===== src/rtl/fir_pkg.sv =====
// Shared definitions for the FIR filter blocks: sequencer state encoding and
// the accumulator sizing rule.
package fir_pkg;

  typedef enum logic [1:0] {
    IDLE_S   = 2'd0,
    MAC_S    = 2'd1,
    ROUND_S  = 2'd2,
    OUTPUT_S = 2'd3
  } firStateE;

  // Worst-case sum of numTaps full-scale products never overflows this width.
  function automatic int unsigned accWidth(input int unsigned dataWidth,
                                           input int unsigned coeffWidth,
                                           input int unsigned numTaps);
    return dataWidth + coeffWidth + $clog2(numTaps);
  endfunction

endpackage


===== src/rtl/fir_sequencer_if.sv =====
// Sample and coefficient port bundle of the FIR sequencer. The master side is
// the client that supplies samples and coefficients; the slave side is the filter.
interface fir_sequencer_if #(
  parameter int unsigned DataWidth  = 12,
  parameter int unsigned CoeffWidth = 12,
  parameter int unsigned NumTaps    = 16
);
  localparam int unsigned AddrWidth = $clog2(NumTaps);

  logic signed [DataWidth-1:0]  sampleIn;
  logic                         sampleInValid;
  logic                         coeffWrEn;
  logic [AddrWidth-1:0]         coeffWrAddr;
  logic signed [CoeffWidth-1:0] coeffWrData;
  logic                         coeffWrReady;
  logic                         clearOverrun;
  logic signed [DataWidth-1:0]  sampleOut;
  logic                         sampleOutValid;
  logic                         busy;
  logic                         overrun;

  modport master (
    output sampleIn, sampleInValid, coeffWrEn, coeffWrAddr, coeffWrData, clearOverrun,
    input  coeffWrReady, sampleOut, sampleOutValid, busy, overrun
  );

  modport slave (
    input  sampleIn, sampleInValid, coeffWrEn, coeffWrAddr, coeffWrData, clearOverrun,
    output coeffWrReady, sampleOut, sampleOutValid, busy, overrun
  );

endinterface


===== src/rtl/fir_mac.sv =====
// Signed multiply-accumulate datapath: one product per enabled cycle into a
// full-precision accumulator with synchronous clear.
module fir_mac
  import fir_pkg::*;
#(
  parameter int unsigned DataWidth  = 12,
  parameter int unsigned CoeffWidth = 12,
  parameter int unsigned NumTaps    = 16,
  parameter int unsigned AccWidth   = accWidth(DataWidth, CoeffWidth, NumTaps)
) (
  input  logic                         clk,
  input  logic                         resetN,
  input  logic                         accClear,
  input  logic                         accEn,
  input  logic signed [DataWidth-1:0]  sample,
  input  logic signed [CoeffWidth-1:0] coeff,
  output logic signed [AccWidth-1:0]   acc
);

  localparam int unsigned ProdWidth = DataWidth + CoeffWidth;

  logic signed [ProdWidth-1:0] product;
  logic signed [AccWidth-1:0]  productExt;

  assign product    = ProdWidth'(sample) * ProdWidth'(coeff);
  assign productExt = AccWidth'(product);

  // Clear has priority so a new computation always starts from zero.
  always_ff @(posedge clk or negedge resetN) begin : accReg
    if (!resetN) begin
      acc <= '0;
    end else if (accClear) begin
      acc <= '0;
    end else if (accEn) begin
      acc <= acc + productExt;
    end
  end

endmodule


===== src/rtl/fir_sequencer.sv =====
// Time-multiplexed FIR filter: one MAC per tap per input sample, with ring
// buffer history, writable coefficients, saturation and overrun flagging.
module fir_sequencer
  import fir_pkg::*;
#(
  parameter int unsigned DataWidth  = 12,
  parameter int unsigned CoeffWidth = 12,
  parameter int unsigned NumTaps    = 16
) (
  input  logic            clk,
  input  logic            resetN,
  fir_sequencer_if.slave  bus
);

  localparam int unsigned AddrWidth = $clog2(NumTaps);
  localparam int unsigned AccWidth  = accWidth(DataWidth, CoeffWidth, NumTaps);
  localparam int unsigned FracBits  = CoeffWidth - 1;
  localparam logic signed [AccWidth-1:0] MaxOut = AccWidth'((1 << (DataWidth - 1)) - 1);
  localparam logic signed [AccWidth-1:0] MinOut = AccWidth'(-(1 << (DataWidth - 1)));
  localparam logic [AddrWidth-1:0]       LastStep = AddrWidth'(NumTaps - 1);

  firStateE state;
  firStateE nextState;

  logic                         prevValid;
  logic                         inEdge;
  logic                         accept;
  logic                         dropSample;
  logic                         coeffWrite;
  logic                         accClear;
  logic                         accEn;
  logic [AddrWidth-1:0]         wrPtr;
  logic [AddrWidth-1:0]         macStep;
  logic [AddrWidth-1:0]         rdIdx;
  logic signed [DataWidth-1:0]  xBuf [NumTaps];
  logic signed [CoeffWidth-1:0] hBuf [NumTaps];
  logic signed [AccWidth-1:0]   acc;
  logic signed [AccWidth-1:0]   accShift;
  logic signed [DataWidth-1:0]  roundVal;

  // A level held high counts once: only the low-to-high transition is a request.
  assign inEdge     = bus.sampleInValid & ~prevValid;
  assign accept     = inEdge & (state == IDLE_S);
  assign dropSample = inEdge & (state != IDLE_S);
  assign coeffWrite = bus.coeffWrEn & bus.coeffWrReady;

  // wrPtr already points past the newest sample, so newest-k is wrPtr-1-k.
  assign rdIdx = wrPtr - AddrWidth'(1) - macStep;

  always_ff @(posedge clk or negedge resetN) begin : stateReg
    if (!resetN) begin
      state <= IDLE_S;
    end else begin
      state <= nextState;
    end
  end

  always_comb begin : nextStateLogic
    nextState = state;
    accClear  = 1'b0;
    accEn     = 1'b0;
    unique case (state)
      IDLE_S: begin
        if (inEdge) begin
          nextState = MAC_S;
          accClear  = 1'b1;
        end
      end
      MAC_S: begin
        accEn = 1'b1;
        if (macStep == LastStep) begin
          nextState = ROUND_S;
        end
      end
      ROUND_S:  nextState = OUTPUT_S;
      OUTPUT_S: nextState = IDLE_S;
      default:  nextState = IDLE_S;
    endcase
  end

  always_ff @(posedge clk or negedge resetN) begin : edgeReg
    if (!resetN) begin
      prevValid <= 1'b0;
    end else begin
      prevValid <= bus.sampleInValid;
    end
  end

  always_ff @(posedge clk or negedge resetN) begin : stepCounter
    if (!resetN) begin
      macStep <= '0;
    end else if (accClear) begin
      macStep <= '0;
    end else if (accEn) begin
      macStep <= macStep + AddrWidth'(1);
    end
  end

  // Sample history; a dropped sample leaves both buffer and pointer untouched.
  always_ff @(posedge clk or negedge resetN) begin : ringBuffer
    if (!resetN) begin
      wrPtr <= '0;
      for (int i = 0; i < int'(NumTaps); i++) begin
        xBuf[i] <= '0;
      end
    end else if (accept) begin
      xBuf[wrPtr] <= bus.sampleIn;
      wrPtr       <= wrPtr + AddrWidth'(1);
    end
  end

  always_ff @(posedge clk or negedge resetN) begin : coeffStore
    if (!resetN) begin
      for (int i = 0; i < int'(NumTaps); i++) begin
        hBuf[i] <= '0;
      end
    end else if (coeffWrite) begin
      hBuf[bus.coeffWrAddr] <= bus.coeffWrData;
    end
  end

  fir_mac #(
    .DataWidth  (DataWidth),
    .CoeffWidth (CoeffWidth),
    .NumTaps    (NumTaps),
    .AccWidth   (AccWidth)
  ) uMac (
    .clk      (clk),
    .resetN   (resetN),
    .accClear (accClear),
    .accEn    (accEn),
    .sample   (xBuf[rdIdx]),
    .coeff    (hBuf[macStep]),
    .acc      (acc)
  );

  // Drop the Q1.(CoeffWidth-1) fraction (floor) and clamp to the output range.
  assign accShift = acc >>> FracBits;

  always_comb begin : saturate
    roundVal = DataWidth'(accShift);
    if (accShift > MaxOut) begin
      roundVal = DataWidth'(MaxOut);
    end else if (accShift < MinOut) begin
      roundVal = DataWidth'(MinOut);
    end
  end

  always_ff @(posedge clk or negedge resetN) begin : outRegs
    if (!resetN) begin
      bus.sampleOut      <= '0;
      bus.sampleOutValid <= 1'b0;
      bus.busy           <= 1'b0;
      bus.coeffWrReady   <= 1'b1;
      bus.overrun        <= 1'b0;
    end else begin
      bus.sampleOutValid <= (nextState == OUTPUT_S);
      bus.busy           <= (nextState != IDLE_S);
      bus.coeffWrReady   <= (nextState == IDLE_S);
      if (state == ROUND_S) begin
        bus.sampleOut <= roundVal;
      end
      if (dropSample) begin
        bus.overrun <= 1'b1;
      end else if (bus.clearOverrun) begin
        bus.overrun <= 1'b0;
      end
    end
  end

endmodule


===== src/flat_wrapper.sv =====
// flat-port wrapper written by rule: the top's interface ports become plain ports
module fir_sequencer_flat import fir_pkg::*;
#(
  parameter int unsigned DataWidth  = 12,
  parameter int unsigned CoeffWidth = 12,
  parameter int unsigned NumTaps    = 16
)
  (clk, resetN, bus_sampleIn, bus_sampleInValid, bus_coeffWrEn, bus_coeffWrAddr, bus_coeffWrData, bus_clearOverrun, bus_coeffWrReady, bus_sampleOut, bus_sampleOutValid, bus_busy, bus_overrun);
  fir_sequencer_if #(.DataWidth(DataWidth), .CoeffWidth(CoeffWidth), .NumTaps(NumTaps)) bus_i ();
  input  logic clk;
  input  logic resetN;
  input wire logic [$bits(bus_i.sampleIn)-1:0] bus_sampleIn;
  input wire logic [$bits(bus_i.sampleInValid)-1:0] bus_sampleInValid;
  input wire logic [$bits(bus_i.coeffWrEn)-1:0] bus_coeffWrEn;
  input wire logic [$bits(bus_i.coeffWrAddr)-1:0] bus_coeffWrAddr;
  input wire logic [$bits(bus_i.coeffWrData)-1:0] bus_coeffWrData;
  input wire logic [$bits(bus_i.clearOverrun)-1:0] bus_clearOverrun;
  output wire logic [$bits(bus_i.coeffWrReady)-1:0] bus_coeffWrReady;
  output wire logic [$bits(bus_i.sampleOut)-1:0] bus_sampleOut;
  output wire logic [$bits(bus_i.sampleOutValid)-1:0] bus_sampleOutValid;
  output wire logic [$bits(bus_i.busy)-1:0] bus_busy;
  output wire logic [$bits(bus_i.overrun)-1:0] bus_overrun;
  assign bus_i.sampleIn = bus_sampleIn;
  assign bus_i.sampleInValid = bus_sampleInValid;
  assign bus_i.coeffWrEn = bus_coeffWrEn;
  assign bus_i.coeffWrAddr = bus_coeffWrAddr;
  assign bus_i.coeffWrData = bus_coeffWrData;
  assign bus_i.clearOverrun = bus_clearOverrun;
  assign bus_coeffWrReady = bus_i.coeffWrReady;
  assign bus_sampleOut = bus_i.sampleOut;
  assign bus_sampleOutValid = bus_i.sampleOutValid;
  assign bus_busy = bus_i.busy;
  assign bus_overrun = bus_i.overrun;
  fir_sequencer #(.DataWidth(DataWidth), .CoeffWidth(CoeffWidth), .NumTaps(NumTaps)) u_core (.clk(clk), .resetN(resetN), .bus(bus_i));
endmodule

===== config.mk =====
export PLATFORM = sky130hd
export DESIGN_NAME = fir_sequencer_flat
export DESIGN_NICKNAME = d
export VERILOG_FILES = /design/src/rtl/fir_pkg.sv /design/src/rtl/fir_sequencer_if.sv /design/src/rtl/fir_mac.sv /design/src/rtl/fir_sequencer.sv /design/src/flat_wrapper.sv
export SDC_FILE = /design/constraint.sdc
export NUM_CORES = 1
export LEC_CHECK = 0
export CAP_MARGIN = 30
export CORE_ASPECT_RATIO = 0.7
export CORE_UTILIZATION = 60
export DETAILED_ROUTE_END_ITERATION = 8
export PLACE_DENSITY = 0.77
export SYNTH_ARGS = -nofsm -noshare
export SYNTH_HDL_FRONTEND = slang
export SYNTH_SLANG_ARGS = --single-unit
export TNS_END_PERCENT = 30

===== constraint.sdc =====
create_clock -name clk -period 9.33 [get_ports clk]
set_input_delay 1.3995 -clock clk [delete_from_list [all_inputs] [get_ports clk]]
set_output_delay 1.3995 -clock clk [all_outputs]
set_load 0.01 [all_outputs]

# Word level (Yosys, flattened, before mapping)
# Index checks and enable logic that the tools add are counted.
[totals]
wordCells = 104
reg_bits = 439
in_bits = 33
out_inout_bits = 16
[op_classes]
n_addsub = 5
n_reduce_logical = 8
muxes = 26
n_eq_ne = 5
bitwise = 9
order_cmp = 8
mul = 1
[ops]
columns = ["cell", "n"]
rows = [
  ["$bwmux 192", 2],
  ["$bmux 12 s4", 2],
  ["$demux 12 s4", 2],
  ["$mux 12", 8],
  ["$mux 28", 2],
  ["$add 28x24->28", 1],
  ["$mul 12x12->24", 1],
  ["$ge 5x5->1 const B", 4],
  ["$not 4->5", 4],
  ["$gt 17x12->1 const B", 1],
  ["$lt 17x12->1 const B", 1],
  ["$lt 5x1->1 const B", 2],
  ["$add 4x1->4 const B", 2],
  ["$mux 4", 2],
  ["$pmux 2 s4", 1],
  ["$reduce_bool 2->1", 4],
  ["$eq 2x2->1 const B", 3],
  ["$mux 1", 5],
  ["$and 1x1->1", 4],
  ["$eq 4x4->1 const B", 1],
  ["$logic_not 2->1", 2],
  ["$mux 2", 2],
  ["$sub 4x1->4 const B", 1],
  ["$sub 4x4->4", 1],
  ["3 further kinds", 4],
]

# Depth between registers and ports, before layout
# Gate-level depths: netlist of the first run.
[depth]
depth_word = 10
mapped_depth = 33
depth_no_buf = 28

# Hierarchy
# Synthesis of the first run repeated with hierarchy kept, for this count alone.
[hier_totals]
cells_unflattened = 2168
hier_area_um2 = 27151.0
[modules_own_cells]
columns = ["module", "cells_per_inst", "instances", "area_each_um2", "seq_area_each_um2"]
rows = [
  ["fir_sequencer", 1300, 1, 18873.1, 10286.1],
  ["fir_mac", 868, 1, 8277.9, 700.7],
]

# Least setup slack after synthesis of the first run
# No wires, ideal clock.
[synth_path]
path_kind = "register to register"
startpoint = "register u_core.macStep[0]"
endpoint = "register u_core.uMac.acc[27]"
required_ps = 9207
synth_period_minus_slack_ps = 7511
arrival_ps = 7388
setup_ps = 123
path_buffers = 5
setup_slack_ps = 1819
stages_incl_launch_ff = 31
path_cell_list = "dfrtp_1 > buf_6 > buf_12 > buf_6 > inv_1 > ha_1 > inv_1 > fa_1 > buf_2 > mux4_2 > mux2_2 > nand2_1 > o21a_1 > nor2_1 > inv_1 > fa_1 > fa_1 > inv_1 > fa_1 > fa_1 > fa_1 > ha_1 > ha_1 > clkbuf_1 > a21oi_1 > o21ai_0 > a32oi_1 > nand3_1 > a31oi_1 > mux2i_1 > nand2_1"
[synth_via]
elab_chain_len = 9
elab_cells_between_ends = 13
classes_between = "add/sub (2); mul (1); mux (8); bitwise (2)"
[synth_rtl]
columns = ["element", "line", "text"]
rows = [
  ["from (decl)", "fir_sequencer.sv:33", "logic [AddrWidth-1:0] macStep;"],
  ["from (signal assigned)", "fir_sequencer.sv:95", "macStep <= macStep + AddrWidth'(1);"],
  ["$sub 4x4->4", "fir_sequencer.sv:48", "assign rdIdx = wrPtr - AddrWidth'(1) - macStep;"],
  ["$not 4->5 (not written as such)", "fir_sequencer.sv:132", ".sample (xBuf[rdIdx]),"],
  ["$bmux 12 s4", "fir_sequencer.sv:132", ""],
  ["$mux 12 (not written as such) (2 in a row)", "fir_sequencer.sv:132", ""],
  ["$mul 12x12->24 (*)", "fir_mac.sv:25", "assign product = ProdWidth'(sample) * ProdWidth'(coeff);"],
  ["$add 28x24->28 (*)", "fir_mac.sv:35", "acc <= acc + productExt;"],
  ["$mux 28 (*)", "fir_mac.sv:34", "end else if (accEn) begin"],
  ["$mux 28 (*)", "fir_mac.sv:32", "end else if (accClear) begin"],
  ["to (signal assigned)", "fir_mac.sv:35", ""],
  ["to (decl)", "fir_mac.sv:17", "output logic signed [AccWidth-1:0] acc"],
]
# Every way passes the cells marked *; elsewhere a longest branch is shown, timed or not. The select of a mux whose other input is x is not followed.
# A chain may end at the register's enable or synchronous reset.

# Final worst setup path of the first run
[layout_path]
startpoint = "register u_core.macStep[0]"
endpoint = "register u_core.uMac.acc[20]"
# Same word-level chain as after synthesis.

==> impl_metrics.toml, run 1 <==
[run_status]
outcome = "completed"

[placement]
place_ws_ns = 0.9871
finalWeightedCongestion = 0.9186
dp.cells = 2661
port_buffers = 48
hpwl_um = 42290

[timing]
layout_setup_ws_ns = 0.9204
hold_viol_final = 0
fin_tns_setup_ns = 0
fmax_ghz = 0.1189
worstMarginPinSlew_ns = 1.003
relSlewSlack_pct = 32.65
period_share_pct = 90.13
skew_ns = 0.02039
rsz0062_at_grt = "no"
setup_viol = 0
maxSlewViolCount = 0
min_period_ns = 8.410

[grt]
grt_pass1_vias = 17487
grt.total_usage_pct = 28.09
grt_max_degree = 130
grt_first_pass_wirelength_um = 98170
gr-total-overflow = 0
antenna_found_initial = 2

[logic_synthesis]
ys.flop_type = "dfrtp_1"
yosysWarnings = 0
synth-seq-cells = 439
synthArstFlopShare_pct = 100.0
synth-edff-count = 0
syn_nets = 2392
syn_avg_cell_area_um2 = 12.85
syn_area_um2 = 26940
syn_inst = 2096
synth-seq-area-share_pct = 40.78
synth.distinct_cells = 65

[layout]
stdcell_count = 2741
fin_util_pct = 66.79
area_growth_pct = 8.982
layout-drive-gt1-share_pct = 29.53
nets = 2410
n_fill_cell = 3080
seq_area_um2 = 10990
multi_input_area_um2 = 14530
antenna_cells = 0

[routing]
via_count = 16426
ant_nets = 0
dr.pass1.iters = 8
drc = 0
detail_route.iter0.violations = 1239
wl_per_cell_um = 22.09
avgViaCountPerCell = 5.993
postRouteWirelength_um = 60550

[flow_run]
cap_violations = 0

[setup_path]
end_kind = "register"
crit_buf_inv = 3
crit-reg2reg-launch = "u_core.macStep[0]"
path_class = "register to register"
cp-start-kind = "register"
cp_data_required_time_ns = 9.81
arrival_ns = 8.89
r2r-end = "u_core.uMac.acc[20]"
slowest_stage = "fa_2"
critPathMostFrequentCell = "fa_1"
path_cells = "inv_1, ha_4, inv_1, fa_2, buf_4, mux4_2, mux2_2, a21oi_4, nor2_1, fa_1, fa_1, fa_1, fa_1, fa_1, fa_1, ha_1, nand3_1, a211oi_2, o21ai_0, and2_1, or4_1, nand3_1"
crit_family = "adder cells"
reg2reg_slack_ns = 0.92
slowest_delay_ns = 1.04
crit_path_max_fanout = 25
rr_worst_depth = 22

[worst_hold_path]
hp-class = "register to register"
min_path_cells = 2
hp-start = "u_core.bus.sampleOut[6]"
min_to = "u_core.bus.sampleOut[6]"

[clock_tree]
clkLatencyLatePin_ns = 0.56
htree_levels = 2
cts_root_buf = "clkbuf_16"
cts.sinks = 439
cts-resized-gates = 0
cts_setup_buffers = 0
path_clk_slew_ns = 0.06
clk_path_buf_depth = 3
cts_tree = "built"
cts_buffers = 41
holdBufCountCts = 0

[die]
io_pins = 49
start_util_pct = 61.28
fp-row-count = 64
dieWidth_um = 255.3
dieHeight_um = 179.3
core_um2 = 43960
dieArea_um2 = 45770
kinds of logic (layout without fill, tap and decap cells):
logic type,after synthesis,count (layout),synth area share [%]
AO/OA/AOI/OAI,165,165,4.082
XOR/XNOR,31,31,1.091
adder cells (fa/ha/maj),263,263,17.26
buffers and inverters,331,382,5.462
flip-flops,439,439,40.78
multiplexers,503,503,25.05
AND/OR/NAND/NOR,364,364,6.279
registers in the layout, summed over array words and instances, names as in the netlist:
| register | cells |
|---|---|
| u_core.state | 2 |
| u_core.hBuf | 192 |
| u_core.wrPtr | 4 |
| u_core.prevValid | 1 |
| u_core.bus.overrun | 1 |
| u_core.uMac.acc | 28 |
| u_core.macStep | 4 |
| u_core.xBuf | 192 |
| u_core.bus.sampleOut | 12 |
| u_core.bus.coeffWrReady | 1 |
| u_core.bus.busy | 1 |
| u_core.bus.sampleOutValid | 1 |
metal layers:
metal  GRT usage (%)  up-vias  share of wire [%]
li1                -     7188                  -
met1           42.94     8602                 47
met2           41.88      542                 45
met3           5.299       94                6.7
met4           6.337        0                1.5
met5               0        -                  0
cell usage after synthesis (all sizes together) (2+ instances only):
cell type,number,area (µm²)
dfrtp,438,10960
mux2,388,4369
inv,207,777.0
fa,181,3623
nand2,176,670.6
mux4,96,2188
ha,82,1026
buf,75,510.5
o21ai,60,307.8
nor2,54,202.7
clkbuf,49,183.9
a21oi,45,300.3
and2,39,244.0
nor2b,28,175.2
nand3,22,110.1
mux2i,19,190.2
xnor2,19,181.4
a211oi,14,140.1
a21o,14,105.1
nand2b,12,75.07
xor2,12,112.6
nand4,10,62.56
nor3,7,40.04
o31ai,6,45.04
a31oi,4,25.02
and3,4,25.02
a41oi,3,26.28
nor4,3,18.77
o21a,3,22.52
or4,3,22.52
a21boi,2,15.01
and2b,2,15.01
o211ai,2,15.01
o21bai,2,15.01
o22ai,2,12.51
worst min-delay path: cells and delay by family (launching register included):
kind | cells | cell delay, ns
simple gates | 1 | 0.04
compound gates | 1 | 0.06
flops | 1 | 0.34
through the flow:
step,cell area (µm²),hold WS (ns)
floorplan,26940,0.4489
global placement,27820,0.4603
detailed placement,27920,0.4699
CTS,29300,0.4841
global route,29360,0.5106
finish,29360,0.4762
layout make-up:
cell class                      instances  area share, %
Multi-Input combinational cell       1326          49.48
Clock inverter                         10         0.3665
Timing Repair Buffer                   99          3.205
Clock buffer                           66          4.334
Inverter                              207          2.646
Sequential cell                       439          37.43
Tap cell                              594          2.531
worst max-delay path by stage:
stage	to	cells past startpoint	slack, ns	from
final	u_core.uMac.acc[20]	22	0.92	u_core.macStep[0]
after global placement	u_core.uMac.acc[19]	27	1.16	u_core.macStep[0]
after floorplan	u_core.uMac.acc[27]	30	1.82	u_core.macStep[0]
after CTS	u_core.uMac.acc[26]	26	0.95	u_core.macStep[0]
after global routing	u_core.uMac.acc[23]	23	0.45	u_core.macStep[0]
after detailed placement	u_core.uMac.acc[27]	23	0.99	u_core.macStep[0]
cells in the final DEF (no fill, tap or decap), types with 4 or more instances in the layout:
master	synthesis	routed
mux4_2	89	89
o21ai_1	4	4
a21o_1	14	14
nor3_1	6	5
inv_2	9	9
a211oi_2	7	7
and3_1	4	4
mux2_2	383	383
nand4_1	10	10
o21ai_0	54	54
o31ai_1	6	6
a21oi_1	33	33
clkbuf_8	0	11
nand2_1	172	172
a31oi_1	4	4
clkinv_2	0	6
nand3_1	22	22
mux2i_1	19	19
mux4_1	7	7
nand2b_1	12	12
nor2b_1	28	27
inv_1	198	198
nand2_2	4	4
xor2_1	11	11
clkbuf_1	49	12
clkbuf_16	0	43
ha_1	82	81
fa_1	181	180
a21oi_2	8	8
nor2_1	54	54
dfrtp_1	438	437
xnor2_1	17	17
mux2_1	5	5
clkdlybuf4s50_1	0	47
and2_1	39	39
buf_4	8	42
buf_8	1	7
a21oi_4	4	4
a211oi_1	7	7
Power of run 1 is not shown: default switching activity piles up to over one toggle a cycle in this logic, so the estimate is an artifact.
==> run 2, diff against run 1 <==
--- a/config.mk
+++ b/config.mk
@@ -6,10 +6,11 @@
 export NUM_CORES = 1
 export LEC_CHECK = 0
 export CAP_MARGIN = 30
-export CORE_ASPECT_RATIO = 0.7
+export CORE_ASPECT_RATIO = 2
 export CORE_UTILIZATION = 60
 export DETAILED_ROUTE_END_ITERATION = 8
 export PLACE_DENSITY = 0.77
+export RECOVER_POWER = 50
 export SYNTH_ARGS = -nofsm -noshare
 export SYNTH_HDL_FRONTEND = slang
 export SYNTH_SLANG_ARGS = --single-unit
==> run 2 against run 1 <==
Compared with the run above:
- the run now ends with capacitance limit, slew limit left
- clock-buffer cell count decreased by 7
- flip-flop and latch count unchanged
- highest routed layer unchanged
- utilization fell by 0.63 points
- critical endpoint is now u_core.uMac.acc[15]
- critical path depth grew 5
==> impl_metrics.toml, run 2 (same netlist as run 1, synthesis figures left out) <==
[layout]
largestRegisters = "u_core.hBuf x192, u_core.xBuf x192, u_core.uMac.acc x28"
final_common_cell = "dfrtp_1"
layout-drive-gt1-share_pct = 29.30
seq_area_um2 = 10990
final_cell_area_um2 = 29230
area_growth_pct = 8.504
stdcell_count = 2699
n_fill_cell = 3231
layout_common_cells = "dfrtp_1, mux2_2, inv_1"
nets = 2408
multi_input_area_um2 = 14520

[clock_tree]
cts_buffers = 41
clk_path_buf_depth = 3
cts_setup_buffers = 0
cts-resized-gates = 0
htree_levels = 2
holdBufCountCts = 0
cts_root_buf = "clkbuf_16"
cts_tree = "built"
cts.sinks = 439
clkLatencyLatePin_ns = 0.58
path_clk_slew_ns = 0.09

[timing]
rsz0062_at_grt = "no"
maxSlewViolCount = 167
worstMarginPinSlew_ns = 7.129
whs_ns = 0.4765
period_share_pct = 91.56
setup_viol = 0
fmax_ghz = 0.1171
fin_tns_setup_ns = 0
hold_viol_final = 0
skew_ns = 0.03969
relSlewSlack_pct = -375.2
min_period_ns = 8.543

[setup_path]
slowest_stage = "fa_2"
slowest_delay_ns = 0.84
crit_path_max_fanout = 18
path_class = "register to register"
startpoint = "u_core.macStep[0]"
arrival_ns = 9.03
crit_buf_inv = 7
cp_data_required_time_ns = 9.81
critPathMostFrequentCell = "inv_1"
crit_family = "adder cells"
crit-reg2reg-launch = "u_core.macStep[0]"
cp-start-kind = "register"
end_kind = "register"

[routing]
postRouteWirelength_um = 60120
via_count = 16419
dr.pass1.iters = 5
ant_nets = 0
avgViaCountPerCell = 6.083
wl_per_cell_um = 22.27
drc = 0
detail_route.iter0.violations = 907

[die]
start_util_pct = 60.97
dieArea_um2 = 45800
core_um2 = 44190
fp-row-count = 109
dieHeight_um = 301.7
io_pins = 49
dieWidth_um = 151.8

[placement]
hpwl_um = 42190
dp.cells = 2623
port_buffers = 48
placed_area_um2 = 27870
finalWeightedCongestion = 0.9012

[grt]
grt_first_pass_wirelength_um = 98150
grt.total_usage_pct = 27.40
antenna_found_initial = 1
gr-total-overflow = 0
grt_max_degree = 148
grt_pass1_vias = 18755

[worst_hold_path]
hp-class = "register to register"
hp-start = "u_core.bus.sampleOut[0]"

[run_status]
violations = "capacitance limit, slew limit"
outcome = "complete, but fails checks"

[flow_run]
cap_violations = 2
[run 2: path summary, 6_finish.rpt]
path                                                 to  slack, ns  cells past startpoint
worst max-delay path                u_core.uMac.acc[15]       0.79                     27
worst min-delay path            u_core.bus.sampleOut[0]       0.48                      2
worst max register to register      u_core.uMac.acc[15]       0.79                     27
worst min register to register  u_core.bus.sampleOut[0]       0.48                      2
max in group asynchronous               u_core.hBuf[10]       1.80                      1
min in group asynchronous              u_core.hBuf[163]       3.55                      1
[run 2: layout make-up]
cell class | count | area share, %
Multi-Input combinational cell | 1326 | 49.67
Sequential cell | 439 | 37.60
Clock buffer | 59 | 4.152
Timing Repair Buffer | 97 | 2.928
Inverter | 207 | 2.658
Tap cell | 555 | 2.376
Clock inverter | 15 | 0.6078
Antenna cell | 1 | 0.008561
[run 2: per-stage QoR]
| step | worst slack [ns] | utilization, % |
|---|---|---|
| 4_1_cts | 0.9264 | 66.21 |
| 5_1_grt | 0.3493 | 66.15 |
| 6_report | 0.7875 | 66.15 |
| 2_1_floorplan | 1.819 | - |
| 3_3_place_gp | 1.061 | 63.00 |
| 3_5_place_dp | 0.9533 | 63.06 |
[run 2: metal layers]
layer	track usage, %	share of wire [%]	vias up
met4	14.43	5.1	0
met5	0	0	-
met2	50.69	55	431
met1	30.74	37	8641
met3	3.233	3.4	179
li1	-	-	7168
[run 2: tightest hold or removal path, delay by kind of cell, from the launching register on]
family	cells	cell delay [ns]
flops	1	0.34
simple gates	1	0.04
compound gates	1	0.06
Power of run 2 is left out for the same reason.
